**src/rtl/pipeline_pkg.sv**
```systemverilog
// rtl/pipeline_pkg.sv - shared pipeline widths, control bundle type and bubble constant
//   Exports: PIPE_* width constants, ctrl_t (ALUOp..jumpRegister), CTRL_NOP (all zeros).
package pipeline_pkg;

    localparam int PIPE_DATA_WIDTH     = 32;
    localparam int PIPE_REG_ADDR_WIDTH = 4;
    localparam int PIPE_ALUOP_WIDTH    = 5;
    localparam int PIPE_MEMTOREG_WIDTH = 2;
    localparam int PIPE_CNT_WIDTH      = 16;

    // Control fields that must be zeroed whenever a slot turns into a bubble.
    typedef struct packed {
        logic [PIPE_ALUOP_WIDTH-1:0]    alu_op;
        logic                           alu_src;
        logic                           mem_read;
        logic                           mem_write;
        logic [PIPE_MEMTOREG_WIDTH-1:0] mem_to_reg;
        logic                           reg_write;
        logic                           branch;
        logic                           jump_register;
    } ctrl_t;

    localparam ctrl_t CTRL_NOP = '0;

endpackage

```
**src/rtl/hazard_unit_lu.sv**
```systemverilog
// rtl/hazard_unit_lu.sv - combinational load-use hazard compare
//   In : id_valid, ex_valid, ex_mem_read, ex_rd, id_rs_a, id_rs_b
//   Out: haz - decode reads a register the load in EX has not produced yet
module hazard_unit_lu #(
    parameter int REG_ADDR_WIDTH = 4
) (
    input  logic                      id_valid,
    input  logic                      ex_valid,
    input  logic                      ex_mem_read,
    input  logic [REG_ADDR_WIDTH-1:0] ex_rd,
    input  logic [REG_ADDR_WIDTH-1:0] id_rs_a,
    input  logic [REG_ADDR_WIDTH-1:0] id_rs_b,
    output logic                      haz
);

    // Full-width equality; register 0 is not treated specially.
    assign haz = id_valid & ex_valid & ex_mem_read &
                 ((ex_rd == id_rs_a) | (ex_rd == id_rs_b));

endmodule

```
**src/rtl/id_ex_pipe.sv**
```systemverilog
// rtl/id_ex_pipe.sv - ID/EX pipeline register with stall, flush, load-use bubble and bubble counter
//   In : clock, reset (sync, active-high, falling edge), stall_in, flush_in, cnt_clear,
//        id_valid_in and the decode fields *_in
//   Out: registered fields (same names without _in), ex_valid, hazard_stall (comb), bubble_count
module id_ex_pipe
    import pipeline_pkg::*;
#(
    parameter int DATA_WIDTH     = PIPE_DATA_WIDTH,
    parameter int REG_ADDR_WIDTH = PIPE_REG_ADDR_WIDTH,
    parameter int ALUOP_WIDTH    = PIPE_ALUOP_WIDTH,
    parameter int MEMTOREG_WIDTH = PIPE_MEMTOREG_WIDTH,
    parameter int CNT_WIDTH      = PIPE_CNT_WIDTH
) (
    input  logic                      clock,
    input  logic                      reset,
    input  logic                      stall_in,
    input  logic                      flush_in,
    input  logic                      cnt_clear,
    input  logic                      id_valid_in,
    input  logic [DATA_WIDTH-1:0]     registerFileDataA_in,
    input  logic [DATA_WIDTH-1:0]     registerFileDataB_in,
    input  logic [REG_ADDR_WIDTH-1:0] registerFileWrite_in,
    input  logic [REG_ADDR_WIDTH-1:0] registerA_in,
    input  logic [REG_ADDR_WIDTH-1:0] registerB_in,
    input  logic [DATA_WIDTH-1:0]     pcpp_in,
    input  logic [DATA_WIDTH-1:0]     extendedSignal_in,
    input  logic [ALUOP_WIDTH-1:0]    ALUOp_in,
    input  logic                      ALUSrc_in,
    input  logic                      memRead_in,
    input  logic                      memWrite_in,
    input  logic                      regWrite_in,
    input  logic                      branch_in,
    input  logic                      jumpRegister_in,
    input  logic [MEMTOREG_WIDTH-1:0] memToReg_in,
    output logic [DATA_WIDTH-1:0]     registerFileDataA,
    output logic [DATA_WIDTH-1:0]     registerFileDataB,
    output logic [REG_ADDR_WIDTH-1:0] registerFileWrite,
    output logic [REG_ADDR_WIDTH-1:0] registerA,
    output logic [REG_ADDR_WIDTH-1:0] registerB,
    output logic [DATA_WIDTH-1:0]     pcpp,
    output logic [DATA_WIDTH-1:0]     extendedSignal,
    output logic [ALUOP_WIDTH-1:0]    ALUOp,
    output logic                      ALUSrc,
    output logic                      memRead,
    output logic                      memWrite,
    output logic                      regWrite,
    output logic                      branch,
    output logic                      jumpRegister,
    output logic [MEMTOREG_WIDTH-1:0] memToReg,
    output logic                      ex_valid,
    output logic                      hazard_stall,
    output logic [CNT_WIDTH-1:0]      bubble_count
);

    logic haz;
    logic bubble;
    logic bubble_edge;
    logic keep_ctrl;

    hazard_unit_lu #(
        .REG_ADDR_WIDTH(REG_ADDR_WIDTH)
    ) u_hazard (
        .id_valid    (id_valid_in),
        .ex_valid    (ex_valid),
        .ex_mem_read (memRead),
        .ex_rd       (registerFileWrite),
        .id_rs_a     (registerA_in),
        .id_rs_b     (registerB_in),
        .haz         (haz)
    );

    // A squashed instruction is discarded anyway, so it never needs to freeze fetch.
    assign hazard_stall = haz & ~flush_in;
    assign bubble       = flush_in | haz;
    // An external hold masks bubble insertion and its count for that edge.
    assign bubble_edge  = bubble & ~stall_in;
    // Controls survive only for a real instruction that is not being turned into a bubble.
    assign keep_ctrl    = id_valid_in & ~bubble;

    always_ff @(negedge clock) begin
        if (reset) begin
            registerFileDataA <= '0;
            registerFileDataB <= '0;
            registerFileWrite <= '0;
            registerA         <= '0;
            registerB         <= '0;
            pcpp              <= '0;
            extendedSignal    <= '0;
            ALUOp             <= '0;
            ALUSrc            <= 1'b0;
            memRead           <= 1'b0;
            memWrite          <= 1'b0;
            regWrite          <= 1'b0;
            branch            <= 1'b0;
            jumpRegister      <= 1'b0;
            memToReg          <= '0;
            ex_valid          <= 1'b0;
        end else if (!stall_in) begin
            // Data and index fields always follow the inputs; they are don't-care in a bubble.
            registerFileDataA <= registerFileDataA_in;
            registerFileDataB <= registerFileDataB_in;
            registerFileWrite <= registerFileWrite_in;
            registerA         <= registerA_in;
            registerB         <= registerB_in;
            pcpp              <= pcpp_in;
            extendedSignal    <= extendedSignal_in;
            ALUOp             <= keep_ctrl ? ALUOp_in    : '0;
            ALUSrc            <= keep_ctrl & ALUSrc_in;
            memRead           <= keep_ctrl & memRead_in;
            memWrite          <= keep_ctrl & memWrite_in;
            regWrite          <= keep_ctrl & regWrite_in;
            branch            <= keep_ctrl & branch_in;
            jumpRegister      <= keep_ctrl & jumpRegister_in;
            memToReg          <= keep_ctrl ? memToReg_in : '0;
            ex_valid          <= keep_ctrl;
        end
    end

    always_ff @(negedge clock) begin
        if (reset) begin
            bubble_count <= '0;
        end else if (cnt_clear) begin
            // A bubble on the clearing edge is the first one counted after the clear.
            bubble_count <= bubble_edge ? CNT_WIDTH'(1) : '0;
        end else if (bubble_edge && (bubble_count != {CNT_WIDTH{1'b1}})) begin
            bubble_count <= bubble_count + CNT_WIDTH'(1);
        end
    end

endmodule

```
**config.mk**
```make
export PLATFORM = sky130hd
export DESIGN_NAME = id_ex_pipe
export DESIGN_NICKNAME = d
export VERILOG_FILES = /design/src/rtl/pipeline_pkg.sv /design/src/rtl/hazard_unit_lu.sv /design/src/rtl/id_ex_pipe.sv
export SDC_FILE = /design/constraint.sdc
export NUM_CORES = 1
export LEC_CHECK = 0
export CAP_MARGIN = 30
export CELL_PAD_IN_SITES_DETAIL_PLACEMENT = 1
export CELL_PAD_IN_SITES_GLOBAL_PLACEMENT = 1
export CORE_MARGIN = 10
export CORE_UTILIZATION = 31
export DETAILED_ROUTE_END_ITERATION = 7
export PLACE_DENSITY_LB_ADDON = 0.1
export SYNTH_ARGS = -nofsm -noshare
export SYNTH_HDL_FRONTEND = slang
export SYNTH_SLANG_ARGS = --single-unit
```
**constraint.sdc**
```tcl
create_clock -name clock -period 5 [get_ports clock]
set_input_delay 1 -clock clock [delete_from_list [all_inputs] [get_ports clock]]
set_output_delay 1 -clock clock [all_outputs]
set_load 0.01 [all_outputs]
```
# Word level (Yosys, flattened, before mapping)
# Index checks and enable logic that the tools add are counted.
# totals
reg_bits,170
wordCells,45
# classes
addsub,1
eq_ne,3
mux,5
bitwise,17
n_reduce_logical,2
# ops
operator,n
$mux 16,2
$add 16x1->16 const B,1
$ne 16x16->1 const B,1
$and 1x1->1,12
$eq 4x4->1,2
$mux 5,1
$not 1->1,3
$mux 2,1
$or 1x1->1,2
$reduce_bool 2->1,1
$logic_and 1x1->1,1
$mux 1,1

# Logic depth before layout (Yosys ltp)
# logic_depth
word_depth,8
ltp_mapped,7
depth_no_buf,6

# Modules after synthesis
# Synthesis repeated with hierarchy kept, for this count alone.
# hier_totals
hier_cells,614
hier_area_um2,6349.8
# by_module_without_submodules
mod,n_inst,cells_per_inst,area_per_inst_um2
id_ex_pipe,1,602,6257.3
hazard_unit_lu,1,12,92.6

==> metrics list <==
- Total detailed-routing wirelength: 27200 um
* Max Cap Viol: 0
- IR analysis of the VDD net gives a maximum drop of 0.231 mV.
- After filler insertion, the fill cell instance count of the layout stands at 2285.
* CP required: 4.00 ns
- Endpoint with the worst hold slack: ALUOp[0]
* Maximum fanout encountered on the critical timing path: 3
- In the post-synthesis netlist, the biggest area contributors are sky130_fd_sc_hd__dfxtp_1, sky130_fd_sc_hd__mux2i_1, sky130_fd_sc_hd__nor2_1.
- For this design the ratio of total power to cell area is 347 nW/um2.
- Clock transition at path regs: 0.04 ns
- Critical R2R Capture: bubble_count[12]
* Cells traversed along the worst timing path: xnor2_1, nand4_1, buf_4, a21oi_2, buf_4, nor2b_4, buf_6
- Counting flops with an async set or reset pin after synthesis yields a share of 0.
- For the pin with the worst max-slew slack, the measured transition is 0.843 ns.
* Total via count after detailed routing: 6669
* Number of cells produced by synthesis: 617
- The tightest min-delay check is of the reg2reg type.
- In this run the critical register-to-register path is launched from bubble_count[3].
- The clock reaches the later pin of the worst-skew pair after 0.47 ns.
* Number of nets still failing antenna checks after routing: 0
- Setup repair after global routing missed its margin: yes
- For the final database, setup skew stands at 0.0204 ns.
* Final core utilization: 0.569
- Of the post-synthesis cell area, the part taken by muxes is 0.220.
- Cell family contributing the most delay on the critical path: buffers and inverters
- The max-slew violation count was 0.
* Wire length of the first global-routing pass: 41400 um
- Each instance of the synthesized netlist takes up on average 10.3 um2.
- Total placed instance area: 10100 um2
- Iteration count of the initial detailed-routing pass: 4
- The first routing iteration left 200 violations.
- CTS placed an instance of sky130_fd_sc_hd__clkbuf_16 at the clock tree root.
* Layout overhead on the synthesized area: 81.0%
* Floorplan row count: 52
- Counting instances, the worst hold path has a depth of 1.
- Headroom to the max-slew limit came out at 0.436.
- Area of the die: 26600 um2
* CTS max path bufs: 2
* Fraction of synthesized cell area in xor and xnor cells: 0.0110
- Net count after synthesis: 777
* Violated checks: negative setup slack
- Final Hold Viols: 0
* Total clock buffers created by CTS: 17
- Summed over all layers, the global routing overflow is 0.
* Area share of the largest cell type after synthesis: 0.535
- The initial utilization of the core area, before any placement, comes to 0.314.
- In this run the number of H-tree levels came out at 4.
- Of the total synthesized cell area, the portion taken by AND, OR, NAND and NOR gates is 0.145.
* Critical path buffer and inverter count: 3
- Smallest hold slack: 0.469 ns
- Setup Viol. Count Final: 1
- The worst register-to-register path has a depth of 5.
- Outcome: finished with violations
- Hold Crit Start: ALUOp[0]
- Die height: 163 um
* Worst reg2reg setup slack: 2.90 ns
- Number of flip-flops and latches in the synthesized netlist: 170
- Among all flip-flop cells after synthesis, the most frequent one is sky130_fd_sc_hd__dfxtp_1.
- For this run, the register share of the synthesized area comes to 0.535.
* Die X-Extent: 163 um
- Count of nets after finishing: 1288
- Fraction of layout instances using a drive strength above 1: 0.0789
* Initial antenna violation count: 1
- Vias in the first global route: 7906
- TritonCTS built the clock tree.
* Final weighted congestion in routability-driven placement: 0.817
- Number of warning messages in the yosys log: 0
- The core region is 20200 um2.
- STA classifies the critical path endpoint as a primary output.
- Area of all placed cells without fillers: 11500 um2
* Combined global-route utilization of all metal layers: 0.197
- In this run, post-CTS hold repair placed 0 buffers.
* Sum of negative setup slack: -0.268 ns
* Final worst slack: -0.268 ns
- Adder and majority gate portion of the synthesized area: 0.00197
- In the routed layout, each cell is associated on average with a via count of 4.72.
* Data arrival at the endpoint of the critical path: 4.27 ns
- Count of buffers from port buffering: 329
- By area, the combinational part of the netlist is dominated by multiplexers.
- Num Clock Sinks: 170
- The mapped netlist covers 6360 um2.
- By startpoint and endpoint, the worst setup path is classified as reg2out.
* Placed wire-length estimate after detailed placement: 19900 um
* Compound-gate portion of the synthesized area: 0.0578
- The slowest stage of the critical path is the sky130_fd_sc_hd__dfxtp_2 cell.
* Crit path top cell by count: sky130_fd_sc_hd__buf_4
* Post-route DRC: 0
- The synthesized design spends more area on one cell type than any other, namely sky130_fd_sc_hd__dfxtp_1.
- Number of top-level pins: 330
* Maximum number of pins on one net before global-route repair: 81
- STA classifies the critical path startpoint as a flop.
- Highest cell delay on the worst timing path: 0.33 ns
- After detailed routing, the average wire length per cell comes to 19.2 um.
* Synth unique cells: 43
- Leakage component of the power: 5.62 nW
* Number of flops mapped to enable cells by yosys: 0
cells in the mapped netlist, drive strengths merged, types with 3 or more instances:
| cell | count |
|---|---|
| and2 | 3 |
| o21ai | 3 |
| nor2 | 148 |
| inv | 5 |
| a31oi | 3 |
| a22o | 13 |
| nand3 | 9 |
| xnor2 | 8 |
| clkbuf | 24 |
| o31ai | 3 |
| mux2i | 140 |
| dfxtp | 170 |
| nand2 | 13 |
| o41ai | 5 |
| or4 | 5 |
| buf | 14 |
| nand4 | 5 |
| or3 | 3 |
| a21oi | 12 |
| and3 | 3 |
| and4 | 4 |
| or4b | 3 |
power breakdown:
group	internal, mW	total, mW	switching (mW)
clock network	0.956	1.99	1.04
logic	0.313	0.533	0.220
registers	1.44	1.48	0.0403
cell usage in the layout, fill, tap and decap left out, types with 3 or more instances in the layout:
cell | synthesis | routed
sky130_fd_sc_hd__or4_1 | 5 | 3
sky130_fd_sc_hd__dlymetal6s2s_1 | 0 | 17
sky130_fd_sc_hd__o41ai_1 | 5 | 4
sky130_fd_sc_hd__mux2i_1 | 140 | 140
sky130_fd_sc_hd__nand3_1 | 9 | 9
sky130_fd_sc_hd__nand2_1 | 13 | 13
sky130_fd_sc_hd__buf_12 | 0 | 3
sky130_fd_sc_hd__xnor2_1 | 8 | 3
sky130_fd_sc_hd__a31oi_1 | 3 | 3
sky130_fd_sc_hd__dlygate4sd2_1 | 0 | 4
sky130_fd_sc_hd__nand4_1 | 5 | 5
sky130_fd_sc_hd__clkinv_8 | 0 | 4
sky130_fd_sc_hd__or4b_1 | 3 | 3
sky130_fd_sc_hd__dfxtp_1 | 170 | 165
sky130_fd_sc_hd__and2_1 | 3 | 3
sky130_fd_sc_hd__and4_1 | 4 | 4
sky130_fd_sc_hd__o31ai_1 | 3 | 3
sky130_fd_sc_hd__buf_4 | 0 | 30
sky130_fd_sc_hd__inv_8 | 0 | 5
sky130_fd_sc_hd__inv_1 | 5 | 174
sky130_fd_sc_hd__a21oi_1 | 12 | 9
sky130_fd_sc_hd__or3_1 | 3 | 3
sky130_fd_sc_hd__a21oi_2 | 0 | 3
sky130_fd_sc_hd__clkbuf_16 | 0 | 17
sky130_fd_sc_hd__clkdlybuf4s50_1 | 0 | 305
sky130_fd_sc_hd__nor2_1 | 148 | 148
sky130_fd_sc_hd__a22o_1 | 13 | 13
sky130_fd_sc_hd__dfxtp_2 | 0 | 3
sky130_fd_sc_hd__xnor2_2 | 0 | 5
area by class of cell:
cell class                      count  area [um2]  share of cell area
Timing Repair Buffer              361        3610               0.313
Sequential cell                   170        3410               0.297
Multi-Input combinational cell    404        2860               0.248
Clock inverter                    185         852              0.0740
Clock buffer                       17         425              0.0369
Tap cell                          270         338              0.0293
Inverter                            4        15.0             0.00130
Antenna cell                        2        5.00            0.000435
flip-flops by register name, summed over array words and instances (netlist names), 2 cells and up:
| signal | count |
|---|---|
| extendedSignal | 32 |
| pcpp | 32 |
| registerFileDataA | 32 |
| registerFileDataB | 32 |
| bubble_count | 16 |
| ALUOp | 5 |
| registerA | 4 |
| registerB | 4 |
| registerFileWrite | 4 |
| memToReg | 2 |
stage by stage:
stage / total power [mW] / setup WS [ns] / cells
2_1_floorplan: 1.89 / 0.174 / 617
3_3_place_gp: 2.21 / -0.511 / 1206
3_5_place_dp: 2.23 / -0.600 / 1206
4_1_cts: 4.10 / -0.289 / 1410
5_1_grt: 4.32 / -0.383 / 1412
6_report: 4.00 / -0.268 / 1413
worst max-delay path by stage:
stage	to	slack (ns)	depth (start not counted)	startpoint
after floorplan	bubble_count[10]	0.17	6	registerB_in[2]
after global placement	memToReg[0]	-0.51	8	registerB_in[2]
after detailed placement	memToReg[1]	-0.60	8	registerA_in[2]
after CTS	hazard_stall	-0.29	7	registerFileWrite[0]
after global routing	hazard_stall	-0.38	7	registerFileWrite[3]
final	hazard_stall	-0.27	7	registerFileWrite[3]
repair_timing:
item                                    in CTS  in global routing
pin swaps                                    2                  2
endpoints found under the setup margin      29                 35
gates resized for setup                     25                 23
buffers inserted                             3                  1
metal layers:
| metal | vias to the layer above | share of wire | track usage |
|---|---|---|---|
| li1 | 3166 | - | - |
| met1 | 3160 | 0.36 | 0.180 |
| met2 | 293 | 0.51 | 0.329 |
| met3 | 50 | 0.10 | 0.122 |
| met4 | 0 | 0.031 | 0.114 |
| met5 | - | 0 | 0 |
cells by family after synthesis:
group	after synthesis
AOI/OAI and AO/OA	48
xor gates and xnor gates	8
adders and majority gates	1
buffers and inverters	43
DFF	170
muxes	140
and+or+nand+nor	207
Note: power is estimated with default switching activity, not from simulation.
